--- src/rtl/dcache_pkg.sv ---
`default_nettype none
// ============================================================================
//  Module      : dcache_pkg
//  Description : Shared defaults, derived widths, FSM state codes and the
//                cache line layout for the direct-mapped data cache control.
//  Revision    : 1.0 - initial release
// ============================================================================
package dcache_pkg;

    // Default geometry; the controller re-derives its widths from its own
    // parameters so non-default instances stay consistent.
    localparam int c_INDEX_COUNT_DEF = 256;
    localparam int c_TAG_W_DEF       = 20;
    localparam int c_DATA_W_DEF      = 11;
    localparam int c_IDX_W_DEF       = $clog2(c_INDEX_COUNT_DEF);
    localparam int c_ADDR_W_DEF      = c_TAG_W_DEF + c_IDX_W_DEF;
    localparam int c_LINE_W_DEF      = 1 + c_TAG_W_DEF + c_DATA_W_DEF;

    // Statistic counter width
    localparam int c_CNT_W = 16;

    // Controller state encoding
    localparam int c_STATE_W = 3;
    typedef logic [c_STATE_W-1:0] state_t;

    localparam state_t c_ST_INIT     = 3'd0;
    localparam state_t c_ST_IDLE     = 3'd1;
    localparam state_t c_ST_LOOKUP   = 3'd2;
    localparam state_t c_ST_MEM_REQ  = 3'd3;
    localparam state_t c_ST_MEM_WAIT = 3'd4;
    localparam state_t c_ST_FILL     = 3'd5;
    localparam state_t c_ST_RESP     = 3'd6;
    localparam state_t c_ST_FLUSH    = 3'd7;

    // Line layout at default geometry: {valid, tag, data}
    typedef struct packed {
        logic                    valid;
        logic [c_TAG_W_DEF-1:0]  tag;
        logic [c_DATA_W_DEF-1:0] data;
    } line_t;

endpackage : dcache_pkg
`default_nettype wire

--- src/rtl/dcache_sat_counter.sv ---
`default_nettype none
// ============================================================================
//  Module      : dcache_sat_counter
//  Description : Up-counter that sticks at its all-ones value.
//  Revision    : 1.0 - initial release
// ============================================================================
module dcache_sat_counter
    import dcache_pkg::*;
#(
    parameter int WIDTH = c_CNT_W
) (
    input  logic             clk,
    input  logic             rst,
    input  logic             inc,
    output logic [WIDTH-1:0] count
);

    logic [WIDTH-1:0] r_count;

    // Count increment requests, holding once the maximum is reached
    always_ff @(posedge clk) begin
        if (rst) begin
            r_count <= '0;
        end else if (inc && (r_count != {WIDTH{1'b1}})) begin
            r_count <= r_count + 1'b1;
        end
    end

    assign count = r_count;

endmodule : dcache_sat_counter
`default_nettype wire

--- src/rtl/dcache_ctrl.sv ---
`default_nettype none
// ============================================================================
//  Module      : dcache_ctrl
//  Description : Direct-mapped, write-through / write-allocate data cache
//                controller with an external line array, a simple backing
//                memory handshake, an invalidate-all sweep and hit/miss
//                statistics.
//  Revision    : 1.0 - initial release
// ============================================================================
module dcache_ctrl
    import dcache_pkg::*;
#(
    parameter  int INDEX_COUNT = c_INDEX_COUNT_DEF,
    parameter  int TAG_W       = c_TAG_W_DEF,
    parameter  int DATA_W      = c_DATA_W_DEF,
    localparam int IDX_W       = $clog2(INDEX_COUNT),
    localparam int ADDR_W      = TAG_W + IDX_W,
    localparam int LINE_W      = 1 + TAG_W + DATA_W
) (
    input  logic              clk,
    input  logic              rst,
    // CPU request / response
    input  logic              req_valid,
    output logic              req_ready,
    input  logic              req_we,
    input  logic [ADDR_W-1:0] req_addr,
    input  logic [DATA_W-1:0] req_wdata,
    output logic              resp_valid,
    input  logic              resp_ready,
    output logic [DATA_W-1:0] resp_rdata,
    output logic              resp_hit,
    // Invalidate-all
    input  logic              flush,
    output logic              flush_busy,
    // Line array
    output logic              arr_en,
    output logic              arr_we,
    output logic [IDX_W-1:0]  arr_index,
    output logic [LINE_W-1:0] arr_wline,
    input  logic [LINE_W-1:0] arr_rline,
    // Backing memory
    output logic              mem_req_valid,
    input  logic              mem_req_ready,
    output logic              mem_we,
    output logic [ADDR_W-1:0] mem_addr,
    output logic [DATA_W-1:0] mem_wdata,
    input  logic              mem_rvalid,
    input  logic [DATA_W-1:0] mem_rdata,
    // Statistics
    output logic [15:0]       hit_count,
    output logic [15:0]       miss_count
);

    localparam logic [IDX_W-1:0] c_LAST_IDX = IDX_W'(INDEX_COUNT - 1);

    state_t             r_state;
    logic               r_we;
    logic [ADDR_W-1:0]  r_addr;
    logic [DATA_W-1:0]  r_wdata;
    logic [DATA_W-1:0]  r_rdata;
    logic               r_hit;
    logic               r_flush_pend;
    logic               r_init_armed;
    logic [IDX_W-1:0]   r_sweep_idx;

    logic [IDX_W-1:0]   w_req_idx;
    logic [IDX_W-1:0]   w_idx;
    logic [TAG_W-1:0]   w_tag;
    logic               w_line_valid;
    logic [TAG_W-1:0]   w_line_tag;
    logic [DATA_W-1:0]  w_line_data;
    logic               w_hit;
    logic               w_sweep;
    logic               w_sweep_last;
    logic               w_flush_take;
    logic               w_cnt_hit;
    logic               w_cnt_miss;

    assign w_req_idx    = req_addr[IDX_W-1:0];
    assign w_idx        = r_addr[IDX_W-1:0];
    assign w_tag        = r_addr[ADDR_W-1:IDX_W];
    assign w_line_valid = arr_rline[LINE_W-1];
    assign w_line_tag   = arr_rline[LINE_W-2 -: TAG_W];
    assign w_line_data  = arr_rline[DATA_W-1:0];
    assign w_hit        = w_line_valid && (w_line_tag == w_tag);

    // INIT spends one quiet cycle after reset before sweeping, so every
    // output reads zero in the cycle right after rst was sampled high.
    assign w_sweep      = (r_state == c_ST_FLUSH) ||
                          ((r_state == c_ST_INIT) && r_init_armed);
    assign w_sweep_last = (r_sweep_idx == c_LAST_IDX);
    // A same-cycle flush pulse blocks acceptance so it wins over req_valid
    assign w_flush_take = flush || r_flush_pend;

    assign req_ready  = (r_state == c_ST_IDLE) && !w_flush_take;
    assign flush_busy = w_sweep;

    assign resp_valid = (r_state == c_ST_RESP);
    assign resp_rdata = resp_valid ? r_rdata : '0;
    assign resp_hit   = resp_valid && r_hit;

    assign mem_req_valid = (r_state == c_ST_MEM_REQ);
    assign mem_we        = mem_req_valid && r_we;
    assign mem_addr      = mem_req_valid ? r_addr : '0;
    assign mem_wdata     = mem_we ? r_wdata : '0;

    // Array port: lookup read on acceptance, write-allocate, fill, sweep
    always_comb begin
        arr_en    = 1'b0;
        arr_we    = 1'b0;
        arr_index = '0;
        arr_wline = '0;
        case (r_state)
            c_ST_IDLE: begin
                arr_en    = req_valid && req_ready;
                arr_index = w_req_idx;
            end
            c_ST_LOOKUP: begin
                if (r_we) begin
                    arr_en    = 1'b1;
                    arr_we    = 1'b1;
                    arr_index = w_idx;
                    arr_wline = {1'b1, w_tag, r_wdata};
                end
            end
            c_ST_FILL: begin
                arr_en    = 1'b1;
                arr_we    = 1'b1;
                arr_index = w_idx;
                arr_wline = {1'b1, w_tag, r_rdata};
            end
            c_ST_INIT, c_ST_FLUSH: begin
                if (w_sweep) begin
                    arr_en    = 1'b1;
                    arr_we    = 1'b1;
                    arr_index = r_sweep_idx;
                end
            end
            default: begin
            end
        endcase
    end

    // Controller state, request capture and flush latch
    always_ff @(posedge clk) begin
        if (rst) begin
            r_state      <= c_ST_INIT;
            r_we         <= 1'b0;
            r_addr       <= '0;
            r_wdata      <= '0;
            r_rdata      <= '0;
            r_hit        <= 1'b0;
            r_flush_pend <= 1'b0;
            r_init_armed <= 1'b0;
            r_sweep_idx  <= '0;
        end else begin
            if (flush) begin
                r_flush_pend <= 1'b1;
            end
            case (r_state)
                c_ST_INIT: begin
                    if (!r_init_armed) begin
                        r_init_armed <= 1'b1;
                    end else begin
                        r_sweep_idx <= r_sweep_idx + 1'b1;
                        if (w_sweep_last) begin
                            r_sweep_idx  <= '0;
                            r_init_armed <= 1'b0;
                            r_state      <= c_ST_IDLE;
                        end
                    end
                end
                c_ST_IDLE: begin
                    if (w_flush_take) begin
                        r_flush_pend <= 1'b0;
                        r_sweep_idx  <= '0;
                        r_state      <= c_ST_FLUSH;
                    end else if (req_valid) begin
                        r_we    <= req_we;
                        r_addr  <= req_addr;
                        r_wdata <= req_wdata;
                        r_state <= c_ST_LOOKUP;
                    end
                end
                c_ST_LOOKUP: begin
                    r_hit <= w_hit;
                    if (r_we) begin
                        r_rdata <= '0;
                        r_state <= c_ST_MEM_REQ;
                    end else if (w_hit) begin
                        r_rdata <= w_line_data;
                        r_state <= c_ST_RESP;
                    end else begin
                        r_state <= c_ST_MEM_REQ;
                    end
                end
                c_ST_MEM_REQ: begin
                    if (mem_req_ready) begin
                        r_state <= c_ST_MEM_WAIT;
                    end
                end
                c_ST_MEM_WAIT: begin
                    if (mem_rvalid) begin
                        if (r_we) begin
                            r_state <= c_ST_RESP;
                        end else begin
                            r_rdata <= mem_rdata;
                            r_state <= c_ST_FILL;
                        end
                    end
                end
                c_ST_FILL: begin
                    r_state <= c_ST_RESP;
                end
                c_ST_RESP: begin
                    if (resp_ready) begin
                        r_state <= c_ST_IDLE;
                    end
                end
                c_ST_FLUSH: begin
                    r_sweep_idx <= r_sweep_idx + 1'b1;
                    if (w_sweep_last) begin
                        r_sweep_idx <= '0;
                        r_state     <= c_ST_IDLE;
                    end
                end
                default: begin
                    r_state <= c_ST_INIT;
                end
            endcase
        end
    end

    // Only reads are counted, once each, at the lookup decision
    assign w_cnt_hit  = (r_state == c_ST_LOOKUP) && !r_we && w_hit;
    assign w_cnt_miss = (r_state == c_ST_LOOKUP) && !r_we && !w_hit;

    dcache_sat_counter #(
        .WIDTH (16)
    ) u_hit_cnt (
        .clk   (clk),
        .rst   (rst),
        .inc   (w_cnt_hit),
        .count (hit_count)
    );

    dcache_sat_counter #(
        .WIDTH (16)
    ) u_miss_cnt (
        .clk   (clk),
        .rst   (rst),
        .inc   (w_cnt_miss),
        .count (miss_count)
    );

endmodule : dcache_ctrl
`default_nettype wire

--- config.mk ---
export PLATFORM = sky130hd
export DESIGN_NAME = dcache_ctrl
export DESIGN_NICKNAME = d
export VERILOG_FILES = /design/src/rtl/dcache_pkg.sv /design/src/rtl/dcache_sat_counter.sv /design/src/rtl/dcache_ctrl.sv
export SDC_FILE = /design/constraint.sdc
export NUM_CORES = 1
export LEC_CHECK = 0
export ABC_AREA = 1
export CORE_MARGIN = 4
export CORE_UTILIZATION = 45
export CTS_CLUSTER_DIAMETER = 150
export DETAILED_ROUTE_END_ITERATION = 16
export PLACE_DENSITY = 0.85
export SLEW_MARGIN = 20
export SYNTH_ARGS = -nofsm -noshare
export SYNTH_HDL_FRONTEND = slang
export SYNTH_HIERARCHICAL = 1
export SYNTH_SLANG_ARGS = --single-unit
--- constraint.sdc ---
create_clock -name clk -period 2.27 [get_ports clk]
set_clock_uncertainty 0.05 [all_clocks]
set_input_delay 0.3405 -clock clk [delete_from_list [all_inputs] [get_ports clk]]
set_output_delay 0.3405 -clock clk [all_outputs]
set_load 0.005 [all_outputs]
Word-level counts from Yosys, hierarchy flattened
Cells that the tools add are included.
- flip-flop bits (word level): 97
- latch bits: 0
- bits in writable memories: 0
- ROM bits: 0
- bits of input ports: 90
- output and inout port bits: 130
- memories kept: 0
- add/sub/neg operators: 3
- multiply operators: 0
- divide/modulo/power cells: 0
- $lt $le $gt $ge: 0
- equal/unequal tests: 19
- shift operators: 0
- mux-type cells: 37
- bitwise gates (word level): 1
- reduce and logical (&&, ||, !) cells: 24
- operators with widths (operator ; count):
    11-bit 2-to-1 mux ; 6
    32-bit case mux with 2 select lines ; 1
    8-bit 2-to-1 mux ; 5
    16-bit by 1-bit adder with 16-bit output (second input constant) ; 2
    32-bit 2-to-1 mux ; 1
    16-bit != test (second input constant) ; 2
    8-bit case mux with 4 select lines ; 1
    28-bit 2-to-1 mux ; 1
    3-bit 2-to-1 mux ; 9
    3-bit case mux with 8 select lines ; 1
    8-bit case mux with 3 select lines ; 1
    11-bit case mux with 2 select lines ; 1
    20-bit == test ; 1
    3-bit == test (second input constant) ; 4
    1-bit logical AND ; 11
    8-bit by 1-bit adder with 8-bit output (second input constant) ; 1
    8-bit == test (second input constant) ; 1
    2-bit != test (second input constant) ; 4
    1-bit 2-to-1 mux ; 7
    3-bit by 2-bit == test with 1-bit output (second input constant) ; 2
    3-bit != test (second input constant) ; 2
    3-bit AND reduction ; 2
    5-bit AND reduction ; 1
    2-bit by 1-bit != test with 1-bit output (second input constant) ; 2
    other kinds (12) ; 15

Logic depth before layout (Yosys ltp)
- depth after elaboration: 5
- gate-level depth with buffers: 17

Hierarchy
Netlist, hierarchy kept.
- modules (own cells, without submodules) (module ; instances ; cells an instance ; area an instance (um2)):
    dcache_ctrl ; 1 ; 618 ; 3776.1
    dcache_sat_counter at u_miss_cnt ; 1 ; 158 ; 973.4
    dcache_sat_counter at u_hit_cnt ; 1 ; 149 ; 929.6

Worst setup path before layout
Ideal clock, no wire load.
- path type: input -> register
- start: in arr_rline[24]
- end: reg u_miss_cnt.r_count[10], in the netlist u_miss_cnt/count[10]
- arrival time: 1.929 ns
- data required time: 2.105 ns
- setup slack: 0.176 ns
- stages: 13
- path through: or2_2 > nand3_1 > nor2_1 > nand3_1 > nand2_1 > buf_2 > inv_1 > clkbuf_1 > nand3_1 > nor2_1 > nand3_1 > nand2_1 > nor2_1
- word-level cells in the longest chain between the ends: 5
- ends and longest elaborated chain (element ; RTL line ; source):
    from (decl) ; dcache_ctrl.sv:40 ; input logic [LINE_W-1:0] arr_rline,
    20-bit == test ; dcache_ctrl.sv:85 ; assign w_hit = w_line_valid && (w_line_tag == w_tag);
    1-bit logical AND ; dcache_ctrl.sv:85 ;
    1-bit logical NOT ; dcache_ctrl.sv:236 ; assign w_cnt_miss = (r_state == c_ST_LOOKUP) && !r_we && !w_hit;
    1-bit logical AND ; dcache_ctrl.sv:236 ;
    net w_cnt_miss ; dcache_ctrl.sv:77 ; logic w_cnt_miss;
    1-bit logical AND ; dcache_sat_counter.sv:24 ; end else if (inc && (r_count != {WIDTH{1'b1}})) begin
    to (signal assigned) ; dcache_sat_counter.sv:25 ; r_count <= r_count + 1'b1;
    to (decl) ; dcache_sat_counter.sv:18 ; logic [WIDTH-1:0] r_count;
The timed path passes the listed nets, and every way through them passes these cells.
A chain may end at the register's enable or synchronous reset.

Worst setup path in the final report
- start: reg r_state[2]
- end: out mem_addr[6]
- word-level cells in the longest chain between the ends: 2
- ends and longest elaborated chain (element ; RTL line ; source):
    from (decl) ; dcache_ctrl.sv:56 ; state_t r_state;
    from (signal assigned) ; dcache_ctrl.sv:147 ; r_state <= c_ST_INIT;
    from (signal assigned) ; dcache_ctrl.sv:169 ; r_state <= c_ST_IDLE;
    from (signal assigned) ; dcache_ctrl.sv:177 ; r_state <= c_ST_FLUSH;
    3-bit by 2-bit == test with 1-bit output ; dcache_ctrl.sv:102 ; assign mem_req_valid = (r_state == c_ST_MEM_REQ);
    28-bit 2-to-1 mux ; dcache_ctrl.sv:104 ; assign mem_addr = mem_req_valid ? r_addr : '0;
    to (decl) ; dcache_ctrl.sv:45 ; output logic [ADDR_W-1:0] mem_addr,
Every way passes these cells.

==> results.py <==
metrics = {
    "run_status": {
        "status": "finished, violations left",
        "violations": "negative setup slack",
    },
    "critical_path": {
        "critPathArrivalTime_ns": 1.98,
        "r2r_start": "r_addr[19]",
        "startpoint_type": "flop",
        "worstSetupStartpoint": "r_state[2]",
        "end_kind": "output pin",
        "reg2reg_depth": 14,
        "worst-setup-path-type": "flop to output pin",
        "critPathRequiredTime_ns": 1.88,
        "cp_max_fo": 30,
    },
    "hold_path": {
        "min_from": "r_addr[3]",
        "holdCritPathClass": "flop to flop",
        "min_path_cells": 2,
    },
    "timing": {
        "hold_viol_final": 0,
        "period_minus_slack_ns": 2.37,
        "layout_setup_ws_ns": -0.101,
        "tns_ns": -2.26,
        "setup_viol_count_final": 39,
        "rsz0062_at_grt": "true",
        "max_freq_mhz": 422,
        "worst_pin_slew_ns": 0.529,
        "slew_headroom": 0.647,
        "min_period_over_period": 1.04,
        "drv_slew": 0,
    },
    "placement": {
        "hpwl_um": 13700,
        "postPlaceCellArea_um2": 8140,
        "dpl.cell_count": 1303,
        "io_buffers": 219,
        "gp_congestion": 0.931,
    },
    "run": {
        "drv_cap": 0,
    },
    "clock_tree": {
        "cts_hold_buf": 0,
        "cts.clk_slew.worst_paths_ns": 0.06,
        "tritoncts": "done",
        "cts-htree-levels": 3,
        "clockBufferDepth": 2,
        "cts_sinks": 97,
        "clock_latency_ns": 0.35,
        "cts_root_buf": "clkbuf_16",
        "cts_inserted_buffers": 9,
    },
    "routing": {
        "drt_iter0_markers": 524,
        "route.detailed.drc": 0,
        "firstDrtPassIters": 5,
        "num_vias": 6575,
        "viasPerCell": 4.98,
        "wl_per_cell_um": 13.8,
        "wl_um": 18200,
        "ant_nets": 0,
    },
    "finish": {
        "final_util": 0.705,
        "fillCellCount": 1036,
        "fin_cells": 1321,
        "layout_commonest_cell": "nand2_1",
        "layout-drive-gt1-share": 0.105,
        "antennaDiodeCount": 0,
        "layout.cells.most_common_list": "nand2_1 (208), nor2_1 (174), clkdlybuf4s50_1 (164)",
        "fin_area_um2": 8570,
        "fin_nets": 1242,
        "area_delta_synth_final_pct": 51.0,
    },
    "logic_synthesis": {
        "synth_top_area_share": 0.342,
        "synth_cells": 925,
        "syn_nets": 1018,
        "yosysTopAreaCell": "dfxtp_1",
        "ys_ff_latch": 97,
        "synth-seq-area-share": 0.342,
        "syn_avg_cell_area_um2": 6.14,
        "netlist_area_um2": 5680,
        "synth-warning-count": 6,
        "synth.area.top_cells": "dfxtp_1 (34%), nand2_1 (14%), nor2_1 (12%), inv_1 (7.4%), a21oi_1 (6.3%)",
        "synth.distinct_cells": 39,
        "synth_top_flop_cell": "dfxtp_1",
        "synth-edff-count": 0,
        "synth_async_sr_flop_share": 0,
    },
    "global_routing": {
        "grt_usage": 0.243,
        "antenna_found_initial": 0,
        "grt.overflow.total": 0,
        "grt_pass1_wl_um": 28900,
        "grt_pass1_vias": 6112,
        "grt_max_degree": 81,
    },
    "floorplanning": {
        "die_area_um2": 14500,
        "die_h_um": 120,
        "die_w_um": 120,
        "rows": 40,
        "io_pins": 220,
        "core_um2": 12200,
        "initial_utilization": 0.467,
    },
    "power": {
        "peakVddDrop_mv": 0.469,
        "powerDensity_nw_per_um2": 425,
        "leakage_uw": 0.00370,
    },
}
[critical path, cell delays in order, from the launching register on]
cell and delay (ns):
dfxtp_2 0.34, buf_6 0.14, inv_1 0.07, nand3_1 0.16, buf_6 0.24, nor2_1 0.13
clkdlybuf4s50_1 0.54
[area by class of cell]
type | instances | area, um^2 | share of cell area
Inverter | 124 | 475 | 0.0555
Clock inverter | 2 | 35.0 | 0.00409
Tap cell | 168 | 210 | 0.0245
Sequential cell | 97 | 1950 | 0.227
Multi-Input combinational cell | 670 | 3190 | 0.373
Clock buffer | 13 | 280 | 0.0327
Timing Repair Buffer | 247 | 2430 | 0.283
[worst paths after layout]
kind / to / slack (ns)
min reg2reg: r_addr[3] / 0.43
min: r_addr[3] / 0.43
max: mem_addr[6] / -0.10
max reg2reg: u_hit_cnt/count[13] / 0.22
[synthesized netlist by cell type, drive strengths merged (2+ instances only)]
library cell	count
o22ai	12
a22oi	5
ha	3
or2	4
nor2	209
inv	123
nand3	51
nand4	7
clkbuf	19
nand2	220
dfxtp	97
o21ai	70
buf	15
o221ai	4
a21oi	71
nor3b	2
nor3	8
[where the power goes]
group,total (uW),internal (uW),switching (uW)
clock network,1610,967,647
logic,322,192,130
registers,1710,1710,4.84
total,3650,2870,782
[metal layers]
layer / up-vias / share of wire / GRT usage
li1: 3363 / - / -
met1: 2973 / 0.42 / 0.293
met2: 203 / 0.49 / 0.421
met3: 36 / 0.063 / 0.0692
met4: 0 / 0.022 / 0.0765
met5: - / 0 / 0
[through the flow]
step,setup WS [ns],power [uW],hold slack [ns]
after CTS,-0.127,3680,0.425
after floorplan,0.176,1870,0.360
after global routing,-0.198,3780,0.447
after detailed placement,-0.296,2070,0.416
after global placement,-0.256,2070,0.406
final,-0.101,3650,0.426
[cell families (layout without fill, tap and decap cells)]
logic type	after synthesis	in the layout	share of synthesized area
AOI/OAI and AO/OA	163	163	0.157
DFF	97	97	0.342
and+or+nand+nor	502	502	0.383
buffers and inverters	158	386	0.108
xor gates and xnor gates	2	2	0.00308
adders and majority gates	3	3	0.00661
[state kept, by name, summed over array words and instances (netlist names)]
name	cells
u_hit_cnt/count	16
r_hit	1
r_sweep_idx	8
r_init_armed	1
r_state	3
r_we	1
r_flush_pend	1
r_wdata	11
r_rdata	11
u_miss_cnt/count	16
r_addr	28
[timing repair]
action / 4_1_cts / 5_1_grt
pin swaps: 2 / 13
hold endpoints to repair: 0 / 0
gates resized for setup: 60 / 38
setup endpoints to repair: 87 / 79
setup buffers: 2 / 1
No activity file was read; power rests on OpenSTA's default activity.
